<file path="src/rtl/llc_pipe_fifo_pkg.sv">
// Shared constants for the LLC inter-stage FIFO.
// Default geometry plus the pointer-width helper used by the top and its controller.
package llc_pipe_fifo_pkg;

    localparam int LLC_FIFO_DEPTH = 4;
    localparam int LLC_FIFO_WIDTH = 32;

    // A single-entry FIFO still needs a one-bit pointer.
    function automatic int ptr_width(input int depth);
        return (depth > 1) ? $clog2(depth) : 1;
    endfunction

endpackage

</file>
<file path="src/rtl/llc_pipe_fifo_ctrl.sv">
// Pointer/usage/flag controller for llc_pipe_fifo; bypass gated by LLC_PIPE_FIFO_BYPASS_EN.
// Latency: flags and pointers update on the edge that takes the push/pop.
// Backpressure: in_ready depends only on fullness, flush and reset, never on out_ready.
module llc_pipe_fifo_ctrl
    import llc_pipe_fifo_pkg::*;
#(
    parameter int  DEPTH        = LLC_FIFO_DEPTH,
    parameter int  AFULL_THRESH = DEPTH - 1,
    localparam int CNT_W        = $clog2(DEPTH + 1),
    localparam int PTR_W        = ptr_width(DEPTH)
) (
    input  logic             clk,
    input  logic             rst,
    input  logic             flush,
    input  logic             in_valid,
    input  logic             out_ready,
    output logic             in_ready,
    output logic             out_valid,
    output logic             wr_en,
    output logic [PTR_W-1:0] wr_ptr,
    output logic [PTR_W-1:0] rd_ptr,
    output logic [CNT_W-1:0] usage,
    output logic             full,
    output logic             empty,
    output logic             almost_full,
    output logic             err
);

    logic           at_full;
    logic           at_empty;
    logic           byp;
    logic           pop;
    logic           mismatch;
    logic [PTR_W:0] span;

    assign at_full  = (usage == CNT_W'(DEPTH));
    assign at_empty = (usage == '0);

`ifdef LLC_PIPE_FIFO_BYPASS_EN
    assign byp = rst && !flush && at_empty && in_valid && out_ready;
`else
    assign byp = 1'b0;
`endif

    assign in_ready    = rst && !flush && !at_full;
    assign out_valid   = rst && !flush && (!at_empty || byp);
    // A bypassed word goes straight to the consumer and is never stored.
    assign wr_en       = in_valid && in_ready && !byp;
    assign pop         = rst && !flush && !at_empty && out_ready;
    assign full        = rst && at_full;
    assign empty       = !rst || at_empty;
    assign almost_full = rst ? (32'(usage) >= 32'(AFULL_THRESH)) : (AFULL_THRESH == 0);

    function automatic logic [PTR_W-1:0] ptr_inc(input logic [PTR_W-1:0] p);
        return (p == PTR_W'(DEPTH - 1)) ? '0 : p + PTR_W'(1);
    endfunction

    // Pointer distance must agree with usage; when full the pointers coincide.
    always_comb begin
        span     = '0;
        mismatch = 1'b0;
        if (wr_ptr >= rd_ptr) begin
            span = {1'b0, wr_ptr} - {1'b0, rd_ptr};
        end else begin
            span = {1'b0, wr_ptr} + (PTR_W + 1)'(DEPTH) - {1'b0, rd_ptr};
        end
        mismatch = at_full ? (span != '0) : (32'(span) != 32'(usage));
    end

    always_ff @(posedge clk) begin
        if (!rst) begin
            wr_ptr <= '0;
            rd_ptr <= '0;
            usage  <= '0;
            err    <= 1'b0;
        end else if (flush) begin
            wr_ptr <= '0;
            rd_ptr <= '0;
            usage  <= '0;
        end else begin
            if (wr_en) wr_ptr <= ptr_inc(wr_ptr);
            if (pop)   rd_ptr <= ptr_inc(rd_ptr);
            if (wr_en && !pop) begin
                usage <= usage + CNT_W'(1);
            end else if (pop && !wr_en) begin
                usage <= usage - CNT_W'(1);
            end
            if (mismatch) err <= 1'b1;
        end
    end

endmodule

</file>
<file path="src/rtl/llc_pipe_fifo.sv">
// Generic valid/ready buffer between LLC pipeline stages; optional empty bypass via LLC_PIPE_FIFO_BYPASS_EN.
// Latency: 1 cycle push-to-head (0 cycles when bypassing an empty FIFO).
// Backpressure: in_ready drops when full, in flush or in reset; a same-cycle pop does not free a slot.
module llc_pipe_fifo
    import llc_pipe_fifo_pkg::*;
#(
    parameter int  WIDTH        = LLC_FIFO_WIDTH,
    parameter int  DEPTH        = LLC_FIFO_DEPTH,
    parameter int  AFULL_THRESH = DEPTH - 1,
    localparam int CNT_W        = $clog2(DEPTH + 1),
    localparam int PTR_W        = ptr_width(DEPTH)
) (
    input  logic             clk,
    input  logic             rst,
    input  logic             flush,
    input  logic             in_valid,
    output logic             in_ready,
    input  logic [WIDTH-1:0] in_data,
    output logic             out_valid,
    input  logic             out_ready,
    output logic [WIDTH-1:0] out_data,
    output logic [CNT_W-1:0] usage,
    output logic             full,
    output logic             empty,
    output logic             almost_full,
    output logic             err
);

    logic [WIDTH-1:0] mem [DEPTH];
    logic             wr_en;
    logic [PTR_W-1:0] wr_ptr;
    logic [PTR_W-1:0] rd_ptr;

    llc_pipe_fifo_ctrl #(
        .DEPTH        (DEPTH),
        .AFULL_THRESH (AFULL_THRESH)
    ) u_ctrl (
        .clk         (clk),
        .rst         (rst),
        .flush       (flush),
        .in_valid    (in_valid),
        .out_ready   (out_ready),
        .in_ready    (in_ready),
        .out_valid   (out_valid),
        .wr_en       (wr_en),
        .wr_ptr      (wr_ptr),
        .rd_ptr      (rd_ptr),
        .usage       (usage),
        .full        (full),
        .empty       (empty),
        .almost_full (almost_full),
        .err         (err)
    );

    // Storage is deliberately left out of reset.
    always_ff @(posedge clk) begin
        if (wr_en) mem[wr_ptr] <= in_data;
    end

`ifdef LLC_PIPE_FIFO_BYPASS_EN
    assign out_data = empty ? in_data : mem[rd_ptr];
`else
    assign out_data = mem[rd_ptr];
`endif

endmodule

</file>
<file path="config.mk">
export PLATFORM = sky130hd
export DESIGN_NAME = llc_pipe_fifo
export DESIGN_NICKNAME = d
export VERILOG_FILES = /design/src/rtl/llc_pipe_fifo_pkg.sv /design/src/rtl/llc_pipe_fifo_ctrl.sv /design/src/rtl/llc_pipe_fifo.sv
export SDC_FILE = /design/constraint.sdc
export NUM_CORES = 1
export LEC_CHECK = 0
export CAP_MARGIN = 10
export CORE_MARGIN = 1.5
export CORE_UTILIZATION = 45
export DETAILED_ROUTE_END_ITERATION = 8
export HOLD_SLACK_MARGIN = 0.15
export PLACE_DENSITY_LB_ADDON = 0.12
export SLEW_MARGIN = 20
export SYNTH_ARGS = -nofsm -noshare
export SYNTH_HDL_FRONTEND = slang
export SYNTH_HIERARCHICAL = 1
export SYNTH_SLANG_ARGS = --single-unit
</file>
<file path="constraint.sdc">
create_clock -name clk -period 11.3 [get_ports clk]
set_input_delay 3.39 -clock clk [delete_from_list [all_inputs] [get_ports clk]]
set_output_delay 3.39 -clock clk [all_outputs]
set_load 0.01 [all_outputs]
</file>
Word level (Yosys, flattened, before mapping)
Memories as Yosys holds them, arrays and structs flattened. A register that Yosys moved wholly into a read port is not among the register bits.
Cells that the tools add are included.
Widths: inputs -> output; s select.

cells by class
  bitwise operators = 2
  $lt $le $gt $ge = 2
  div/mod/pow operators = 0
  eq/ne operators = 4
  add/subtract/negate cells = 7
  shift operators = 0
  multipliers = 0
  reductions and logical operators = 20
  muxes and demuxes = 11

operators by type and width
  operator             number
  $mux 3               3
  $logic_and 1x1->1    8
  $mux 2               4
  $logic_not 1->1      6
  $add 2x1->2 const B  2
  $eq 2x2->1 const B   2
  $mux 1               4
  $add 2x3->3 const B  1
  $add 3x1->3 const B  1
  $eq 3x3->1 const B   1
  $ge 3x2->1 const B   1
  $logic_not 3->1      1
  $ne 3x3->1           1
  $reduce_bool 3->1    1
  $sub 2x2->3          1
  $sub 3x1->3 const B  1
  $sub 3x2->3          1
  $ge 2x2->1           1
  $not 1->1            2
  $reduce_and 2->1     1
  $reduce_bool 2->1    1
  $reduce_or 2->1      1
  $logic_or 1x1->1     1

word-level totals
  bits in latches = 0
  ROM bits = 0
  word-level logic and storage cells = 51
  output and inout port bits = 41
  bits of input ports = 37
  bits in registers = 8
  memories kept = 1
  bits in writable memories = 128

memories
  memory  depth  bits a word  rd ports  clocked after Yosys merged registers in  write ports  RTL line             text
  mem     4      32           1         1                                        1            llc_pipe_fifo.sv:29  logic [WIDTH-1:0] mem [DEPTH];

Longest topological paths before layout
Gate-level depths: netlist of run 1.

  depth in word-level cells = 8
  mapped depth = 8

By module
Netlist of run 1, hierarchy kept.

by module, submodules not included
  module              sequential area each (um^2)  instances  area each (um^2)  cells each
  llc_pipe_fifo       3843.7                       1          4689.5            171
  llc_pipe_fifo_ctrl  160.2                        1          539.3             60

Least setup slack after synthesis of run 1
OpenSTA, ideal clock, no wires.

  kind = in2out
  start point = input port flush
  end point = output port in_ready
  path buffers = 0
  required time = 7910 ps
  arrival time = 3811 ps
  stages on the path = 2
  path slack = 4099 ps
  path through = nand2b_1 -> nor2_1

between the ends
  longest elaborated chain between the ends = 3

ends and longest elaborated chain
  element                         RTL line                  text
  start: declaration              llc_pipe_fifo.sv:15       input logic flush,
  $logic_not 1->1                 llc_pipe_fifo_ctrl.sv:45  assign in_ready = rst && !flush && !at_full;
  $logic_and 1x1->1 (2 in a row)  llc_pipe_fifo_ctrl.sv:45
  end: declaration                llc_pipe_fifo.sv:17       output logic in_ready,

Every way passes these cells.

Worst setup path in the final report of run 1
  start point = input port rst
  end point = output port in_ready

between the ends
  longest elaborated chain between the ends = 2

ends and longest elaborated chain
  element                         RTL line                  text
  start: declaration              llc_pipe_fifo.sv:14       input logic rst,
  $logic_and 1x1->1 (2 in a row)  llc_pipe_fifo_ctrl.sv:45

Every way passes these cells.

==> impl_metrics.py, run 1 <==
metrics = {
    "yosys": {
        "synth_top_family_by_area": "multiplexers",
        "ys_ff_latch": 136,
        "synth-edff-count": 128,
        "synthTopCellsByCount": "edfxtp_1, mux4_2, dfxtp_1",
        "synthAdderAreaFrac_pct": 1.96,
        "synth-compound-area-share_pct": 1.32,
        "synth_area_mm2": 0.00523,
        "synth_top_area_share_pct": 73.5,
        "ys_types": 35,
        "yosys-top-cells-area": "edfxtp_1, mux4_2, dfxtp_1",
        "yosysMostFrequentCell": "edfxtp_1",
        "ys_warn_count": 6,
        "synth-simple-area-share_pct": 3.21,
        "synthCells": 231,
        "ys_seq_area_share_pct": 76.6,
        "synthMuxAreaShare_pct": 14.5,
        "dominantRegCellSynth": "edfxtp_1",
        "avgSynthCellArea_um2": 22.6,
        "syn_nets": 275,
        "ys_async_sr_fraction_pct": 0,
        "synth_xor_area_share_pct": 0.335,
        "synth_area_leader_cell": "edfxtp_1",
    },
    "placed_design": {
        "post-place-ws_ns": 3.04,
        "dpl.hpwl_um": 5100,
        "place.gp.congestion": 0.661,
        "portBuffers": 77,
        "dpl_cell_area_mm2": 0.00613,
    },
    "timing": {
        "max_freq_ghz": 0.121,
        "worst_slack_ns": 3.06,
        "worstMarginPinSlew_ns": 0.927,
        "rsz0062_at_grt": "no",
        "timing.slew.headroom_pct": 38.2,
        "fin_tns_setup_ns": 0,
        "hold_violations": 0,
        "finalSetupViolCount": 0,
        "maxSlewViolCount": 0,
        "skew_ns": 0.00713,
        "hold_slack_ns": 0.561,
        "finalCritPeriodShare_pct": 72.9,
        "min_period_ns": 8.24,
    },
    "cells_and_area": {
        "drive_above_1_share_pct": 19.6,
        "syn_to_final_growth_pct": 28.5,
        "n_antenna_cell": 0,
        "final_area_mm2": 0.00672,
        "layout.nets": 367,
    },
    "floorplan": {
        "rows": 39,
        "io_pins": 78,
        "coreArea_mm2": 0.0114,
        "die_x_um": 111,
        "die_area_mm2": 0.0123,
        "start_util_pct": 46.0,
        "die_h_um": 111,
    },
    "detailed_routing": {
        "vias": 2485,
        "via_per_inst": 5.19,
        "wirelength_um": 8790,
        "route.detailed.drc": 0,
        "wl_per_cell_um": 18.3,
        "drt_iter0_drc": 80,
        "first_pass_iters": 4,
        "ant_nets": 0,
    },
    "global_route": {
        "grt_use_total_pct": 16.1,
        "antenna_found_initial": 0,
        "grt_pass1_vias": 2624,
        "grt_remaining_overflow": 0,
        "grt_max_degree": 36,
        "grt_pass1_wl_um": 14400,
    },
    "min_path": {
        "holdPathStages": 1,
        "hp-class": "reg2reg",
        "holdPathEnd": "u_ctrl/err$_SDFFE_PN0P_",
        "hp-start": "u_ctrl/err$_SDFFE_PN0P_",
    },
    "critical_path": {
        "crit_required_ns": 7.91,
        "slowest_delay_ns": 0.57,
        "worst_ep_arrival_time_ns": 4.85,
        "path_buf_inv": 2,
        "cp_top_family": "buffers and inverters",
        "critPathMaxFanout": 7,
        "r2r_end": "u_ctrl/err$_SDFFE_PN0P_",
        "reg2reg_depth": 6,
        "start_kind": "primary input",
        "r2r_slack_ns": 8.76,
        "critPathCaptureType": "output pin",
        "path_class": "in2out",
        "crit_chain": "clkdlybuf4s50_1 > nand2b_1 > nor2_1 > clkdlybuf4s50_1",
        "cpMostUsedCell": "clkdlybuf4s50_1",
        "crit_slowest_cell": "clkdlybuf4s50_1",
        "r2r_start": "u_ctrl/rd_ptr[1]$_SDFFE_PP0P_",
    },
    "clock_tree": {
        "numClockSinks": 136,
        "ctsResizeCount": 0,
        "numCtsBuffers": 17,
        "cts-root-buf": "clkbuf_16",
        "clk_pin_slew_ns": 0.05,
        "postCtsHoldBufs": 0,
        "cts_tree": "yes",
        "cts_buffer_depth": 2,
        "cts_setup_buffers": 0,
        "insertion_delay_ns": 0.41,
        "htree_num_levels": 4,
    },
    "run": {
        "maxCapViolations": 0,
    },
    "pwr": {
        "vdd_ir_drop_max_uv": 108,
        "power_w": 0.00116,
        "p_leak_nw": 2.18,
        "power_density_mw_per_mm2": 173,
    },
    "outcome": {
        "status": "complete, no violations",
    },
}
==> area by class of cell <==
type	instances	area, µm²
Fill cell	884	4650
Sequential cell	136	4010
Multi-Input combinational cell	82	1120
Timing Repair Buffer	80	793
Clock buffer	21	440
Tap cell	143	179
Clock inverter	11	154
Inverter	6	22.5
==> worst max path at each step <==
stage,start,slack [ns],cells after the start,to
floorplan,flush,4.10,2,in_ready
global placement,rst,3.07,4,out_valid
detailed placement,rst,3.04,4,in_ready
CTS,rst,3.02,4,in_ready
global route,rst,2.93,4,in_ready
finish,rst,3.06,4,in_ready
==> cell families (layout without fill, tap and decap cells) <==
kind of cell	Yosys count	in the layout
and+or+nand+nor	28	28
adders and majority gates	7	7
DFF	136	136
AOI/OAI and AO/OA	10	10
xor gates and xnor gates	2	2
muxes	35	35
buffers and inverters	13	118
==> registers in the layout, indices dropped and copies added (netlist names) <==
name	cells
mem	128
u_ctrl/err	1
u_ctrl/rd_ptr	2
u_ctrl/usage	3
u_ctrl/wr_ptr	2
==> routing by layer <==
metal / routed length (µm) / up-vias / global-route usage, % / part of all wire, %
li1: - / 1148 / - / -
met1: 3900 / 1265 / 19.9 / 44
met2: 4350 / 58 / 25.3 / 49
met3: 372 / 14 / 5.30 / 4.2
met4: 165 / 0 / 8.46 / 1.9
met5: 0 / - / 0 / 0
==> per-stage QoR <==
step           instances  util (%)
4_1_cts              479      59.1
2_1_floorplan        231         -
3_3_place_gp         447      53.9
3_5_place_dp         447      53.9
6_report             479      59.1
5_1_grt              479      59.1
==> power by group <==
| group | leakage (nW) | switching [W] | internal [W] |
|---|---|---|---|
| Combinational | 0.675 | 0.0000203 | 0.0000297 |
| Clock | 0.287 | 0.000188 | 0.000365 |
| Sequential | 1.22 | 0.00000320 | 0.000558 |
| Total | 2.18 | 0.000211 | 0.000953 |
==> cells in the final DEF, fill, tap and decap left out, drive strengths merged, types with 3 or more instances in the layout <==
cell type / instances
clkinv: 6
nand2: 5
dfxtp: 8
clkdlybuf4s50: 77
mux4: 32
buf: 3
nand2b: 3
nor3b: 3
inv: 6
nor2: 5
ha: 5
clkbuf: 21
o21ai: 3
edfxtp: 128
bufinv: 4
No activity file was read; power rests on OpenSTA's default activity.
==> run 2: changes to the inputs <==
==> constraint.sdc (replaced) <==
create_clock -name clk -period 8.35 [get_ports clk]
set_input_delay 2.505 -clock clk [delete_from_list [all_inputs] [get_ports clk]]
set_output_delay 2.505 -clock clk [all_outputs]
set_load 0.01 [all_outputs]
==> run 2 against run 1 <==
Cell count did not move; utilization fell by 0.31 points; sequential power rose by 35%; global-route usage fell by 0.34 points; clock power rose by 26%; sequential cell count did not move; non-clock buffer count did not move; register-to-register slack got worse by 3.2 ns; critical path depth did not move.
==> impl_metrics.py, run 2 (synthesized netlist as in run 1, its figures left out) <==
metrics = {
    "outcome": {
        "status": "complete, no violations",
    },
    "floorplan": {
        "die_area_mm2": 0.0123,
        "rows": 39,
        "die_h_um": 111,
        "coreArea_mm2": 0.0114,
        "start_util_pct": 46.0,
        "die_x_um": 111,
        "io_pins": 78,
    },
    "cells_and_area": {
        "syn_to_final_growth_pct": 27.9,
        "area.sequential_mm2": 0.00401,
        "nFillCells": 876,
        "layout_common_cells": "edfxtp_1, clkdlybuf4s50_1, mux4_2",
        "layout_commonest_cell": "edfxtp_1",
        "drive_above_1_share_pct": 20.2,
        "top_regs": "mem: 128 flops, u_ctrl/usage: 3 flops",
        "regMostFlops": "mem",
        "n_antenna_cell": 0,
        "layout.nets": 367,
        "final_cells": 479,
        "largest_reg_flops": 128,
        "multi_input_area_mm2": 0.00112,
    },
    "clock_tree": {
        "insertion_delay_ns": 0.41,
        "clk_pin_slew_ns": 0.05,
        "cts_setup_buffers": 0,
        "numCtsBuffers": 17,
        "postCtsHoldBufs": 0,
        "cts_buffer_depth": 2,
        "numClockSinks": 136,
        "ctsResizeCount": 0,
        "cts-root-buf": "clkbuf_16",
        "htree_num_levels": 4,
        "cts_tree": "yes",
    },
    "critical_path": {
        "worst_ep_arrival_time_ns": 3.99,
        "r2r_slack_ns": 5.52,
        "reg2reg_depth": 8,
        "r2r_start": "u_ctrl/rd_ptr[0]$_SDFFE_PP0P_",
        "crit_slowest_cell": "clkdlybuf4s50_1",
        "crit_required_ns": 5.85,
        "critPathMaxFanout": 7,
        "critPathCaptureType": "output pin",
        "crit_chain": "clkdlybuf4s50_1 > nand2b_1 > nor2_1 > clkdlybuf4s50_1",
        "path_class": "in2out",
        "start_kind": "primary input",
        "r2r_end": "u_ctrl/err$_SDFFE_PN0P_",
        "slowest_delay_ns": 0.57,
        "cpMostUsedCell": "clkdlybuf4s50_1",
        "path_buf_inv": 2,
        "cp_top_family": "buffers and inverters",
    },
    "detailed_routing": {
        "wirelength_um": 8940,
        "ant_nets": 0,
        "route.detailed.drc": 0,
        "first_pass_iters": 4,
        "vias": 2525,
        "m1WireLength_um": 4060,
        "wl_per_cell_um": 18.7,
        "wl_met2_um": 4360,
        "top_layer_used": "met4",
        "via_per_inst": 5.27,
        "met3_wirelength_um": 412,
        "drt_iter0_drc": 140,
    },
    "min_path": {
        "holdPathStages": 2,
        "hp-start": "u_ctrl/wr_ptr[1]$_SDFFE_PP0P_",
        "holdPathEnd": "u_ctrl/wr_ptr[1]$_SDFFE_PP0P_",
        "hp-class": "reg2reg",
    },
    "global_route": {
        "grt_pass1_vias": 2609,
        "grt_remaining_overflow": 0,
        "antenna_found_initial": 0,
        "grt_max_degree": 36,
        "grt_use_total_pct": 15.7,
        "grt_pass1_wl_um": 14300,
    },
    "placed_design": {
        "dpl.hpwl_um": 5110,
        "place_inst": 447,
        "place.gp.congestion": 0.690,
        "portBuffers": 77,
    },
    "timing": {
        "skew_ns": 0.00762,
        "rsz0062_at_grt": "no",
        "finalCritPeriodShare_pct": 77.8,
        "max_freq_ghz": 0.154,
        "timing.slew.headroom_pct": 35.0,
        "fin_tns_setup_ns": 0,
        "min_period_ns": 6.49,
        "hold_violations": 0,
        "hold_slack_ns": 0.569,
        "maxSlewViolCount": 0,
        "finalSetupViolCount": 0,
        "worstMarginPinSlew_ns": 0.975,
    },
    "pwr": {
        "p_leak_nw": 2.16,
        "power_density_mw_per_mm2": 228,
        "vdd_ir_drop_max_uv": 147,
    },
    "run": {
        "maxCapViolations": 0,
    },
}
[run 2: changes by cell type in the layout (fill, tap and decap cells not counted)]
cell and delta:
clkbuf_1 -4, bufinv_16 -2, clkinv_1 +2, clkinvlp_4 +2, clkinv_4 +1, inv_6 +1
[run 2: worst reg2reg max path, delay by kind of cell, from the launching register on]
family | cells | cell delay [ns]
AOI/OAI and AO/OA | 2 | 0.39
DFF | 1 | 0.71
buffers and inverters | 2 | 0.54
and+or+nand+nor | 1 | 0.24
muxes | 1 | 0.14
adders and majority gates | 2 | 0.69
[run 2: worst max path at each step]
stage | from | endpoint | cells past startpoint
after floorplan | flush | mem[0][0]$_DFFE_PP_ | 3
after CTS | rst | in_ready | 4
after global placement | rst | in_ready | 4
after detailed placement | rst | in_ready | 4
after global routing | rst | in_ready | 4
final | rst | in_ready | 4
[run 2: power breakdown]
group | leakage (nW) | internal, W | switching (W)
Clock | 0.266 | 0.000433 | 0.000263
Sequential | 1.22 | 0.000755 | 0.00000437
Combinational | 0.675 | 0.0000402 | 0.0000276
[run 2: final cells by class]
class | instances | share of cell area (%)
Clock buffer | 17 | 6.36
Clock inverter | 15 | 2.00
Inverter | 6 | 0.337
Multi-Input combinational cell | 82 | 16.8
Sequential cell | 136 | 59.9
Tap cell | 143 | 2.68
Timing Repair Buffer | 80 | 11.9
[run 2: stage by stage]
stage | setup WS [ns] | cell area (µm²) | util [%] | total power (W)
after detailed placement | 1.83 | 6130 | 53.9 | 0.000842
after floorplan | 2.35 | 5230 | - | 0.000799
final | 1.86 | 6690 | 58.8 | 0.00152
after global placement | 1.89 | 6130 | 53.9 | 0.000840
after CTS | 1.82 | 6690 | 58.8 | 0.00154
after global routing | 1.75 | 6690 | 58.8 | 0.00157
[run 2: layer usage]
metal	track usage [%]	vias up
met2	24.3	63
li1	-	1147
met5	0	-
met3	4.98	9
met1	21.0	1306
met4	6.41	0
==> run 3: changes to the inputs <==
==> constraint.sdc (replaced) <==
create_clock -name clk -period 6.56 [get_ports clk]
set_input_delay 1.968 -clock clk [delete_from_list [all_inputs] [get_ports clk]]
set_output_delay 1.968 -clock clk [all_outputs]
set_load 0.01 [all_outputs]
==> run 3 against run 2 <==
Worst setup slack lost 0.71 ns; first-iteration DRC count shrank 21%; sequential power grew 27%; clock skew is essentially flat; non-clock buffer count is the same; hold slack lost 0.0047 ns; register-to-register slack lost 1.5 ns; combinational power grew 27%; sequential share of layout area grew 0.12 points; utilization shrank 0.12 points; sequential cell count is the same; die area is the same.
==> impl_metrics.py, run 3 (synthesized netlist as in run 1, its figures left out) <==
metrics = {
    "global_route": {
        "grt_pass1_vias": 2645,
        "grt_max_degree": 36,
        "use_met1_pct": 20.9,
        "grt_use_total_pct": 16.2,
        "grt_remaining_overflow": 0,
        "antenna_found_initial": 0,
        "met2_usage_pct": 24.4,
        "grt.met3_usage_pct": 6.01,
        "grt.busiest_layer": "met2",
        "grt_pass1_wl_um": 14400,
    },
    "clock_tree": {
        "cts_setup_buffers": 0,
        "numCtsBuffers": 17,
        "postCtsHoldBufs": 0,
        "cts_tree": "yes",
        "htree_num_levels": 4,
        "numClockSinks": 136,
        "cts-root-buf": "clkbuf_16",
        "cts_buffer_depth": 2,
        "ctsResizeCount": 0,
        "clk_pin_slew_ns": 0.05,
        "insertion_delay_ns": 0.41,
    },
    "timing": {
        "timing.slew.headroom_pct": 38.1,
        "fin_tns_setup_ns": 0,
        "min_period_ns": 5.42,
        "rsz0062_at_grt": "no",
        "finalSetupViolCount": 0,
        "max_freq_ghz": 0.185,
        "maxSlewViolCount": 0,
        "hold_violations": 0,
        "worstMarginPinSlew_ns": 0.928,
        "skew_ns": 0.00742,
        "finalCritPeriodShare_pct": 82.6,
    },
    "cells_and_area": {
        "largest_reg_flops": 128,
        "n_antenna_cell": 0,
        "drive_above_1_share_pct": 19.9,
        "top_regs": "mem: 128 flops, u_ctrl/usage: 3 flops",
        "layout_commonest_cell": "edfxtp_1",
        "layout_common_cells": "edfxtp_1, clkdlybuf4s50_1, mux4_2",
        "layout.nets": 367,
        "utilization_pct": 58.7,
        "syn_to_final_growth_pct": 27.6,
        "regMostFlops": "mem",
    },
    "pwr": {
        "power_density_mw_per_mm2": 289,
        "vdd_ir_drop_max_uv": 193,
        "p_leak_nw": 2.17,
    },
    "min_path": {
        "holdPathStages": 1,
        "hp-class": "reg2reg",
    },
    "critical_path": {
        "critPathMaxFanout": 7,
        "crit_required_ns": 4.59,
        "reg2reg_depth": 6,
        "worst_ep_arrival_time_ns": 3.45,
        "path_class": "in2out",
        "start_kind": "primary input",
        "critPathCaptureType": "output pin",
    },
    "floorplan": {
        "die_area_mm2": 0.0123,
        "die_h_um": 111,
        "start_util_pct": 46.0,
        "die_x_um": 111,
        "rows": 39,
        "coreArea_mm2": 0.0114,
        "io_pins": 78,
    },
    "detailed_routing": {
        "drt_iter0_drc": 110,
        "wl_per_cell_um": 18.5,
        "via_per_inst": 5.20,
        "vias": 2493,
        "route.detailed.drc": 0,
        "wirelength_um": 8880,
        "ant_nets": 0,
        "first_pass_iters": 4,
    },
    "placed_design": {
        "place.gp.congestion": 0.724,
        "portBuffers": 77,
        "dpl.hpwl_um": 5140,
    },
    "outcome": {
        "status": "complete, no violations",
    },
    "run": {
        "maxCapViolations": 0,
    },
}
==> run 3: changes by cell type in the layout (fill, tap and decap cells not counted), sizes merged <==
cell,previous run,this run
clkbuf,17,20
inv,7,6
clkinvlp,3,1
==> run 3: metal layers <==
| layer | routed length, µm | vias to the layer above |
|---|---|---|
| met1 | 3930 | 1273 |
| met5 | 0 | - |
| met4 | 157 | 0 |
| li1 | - | 1147 |
| met2 | 4350 | 59 |
| met3 | 434 | 14 |
==> run 3: worst max-delay path, cell delays in order <==
cell and delay (ns):
clkdlybuf4s50_1 0.58, nand2b_1 0.21, nor2_1 0.15, clkdlybuf4s50_1 0.54
==> run 3: through the flow <==
| step | hold WS (ns) | power (W) | instances | setup slack (ns) | instance area, µm² |
|---|---|---|---|---|---|
| 2_1_floorplan | 0.506 | 0.00102 | 231 | 1.09 | 5230 |
| 3_3_place_gp | 0.557 | 0.00107 | 447 | 1.17 | 6130 |
| 3_5_place_dp | 0.554 | 0.00107 | 447 | 1.15 | 6130 |
| 4_1_cts | 0.565 | 0.00195 | 479 | 1.15 | 6670 |
| 5_1_grt | 0.601 | 0.00199 | 479 | 1.07 | 6670 |
| 6_report | 0.564 | 0.00193 | 479 | 1.14 | 6670 |
==> run 3: final timing paths <==
path / start / to / slack, ns
max: rst / in_ready / 1.14
min: u_ctrl/err$_SDFFE_PN0P_ / u_ctrl/err$_SDFFE_PN0P_ / 0.56
min reg2reg: u_ctrl/err$_SDFFE_PN0P_ / u_ctrl/err$_SDFFE_PN0P_ / 0.56
max reg2reg: u_ctrl/rd_ptr[1]$_SDFFE_PP0P_ / u_ctrl/err$_SDFFE_PN0P_ / 3.99
==> run 3: final cells by class <==
class / instances / area [µm²]
Tap cell: 143 / 179
Fill cell: 895 / 4700
Inverter: 6 / 22.5
Sequential cell: 136 / 4010
Multi-Input combinational cell: 82 / 1120
Clock buffer: 20 / 437
Timing Repair Buffer: 80 / 793
Clock inverter: 12 / 109
==> run 3: power by group <==
group          internal (W)  switching, W  leakage (nW)
registers          0.000961    0.00000573          1.22
logic             0.0000511     0.0000350         0.675
clock network      0.000550      0.000325         0.270
total               0.00156      0.000366          2.17
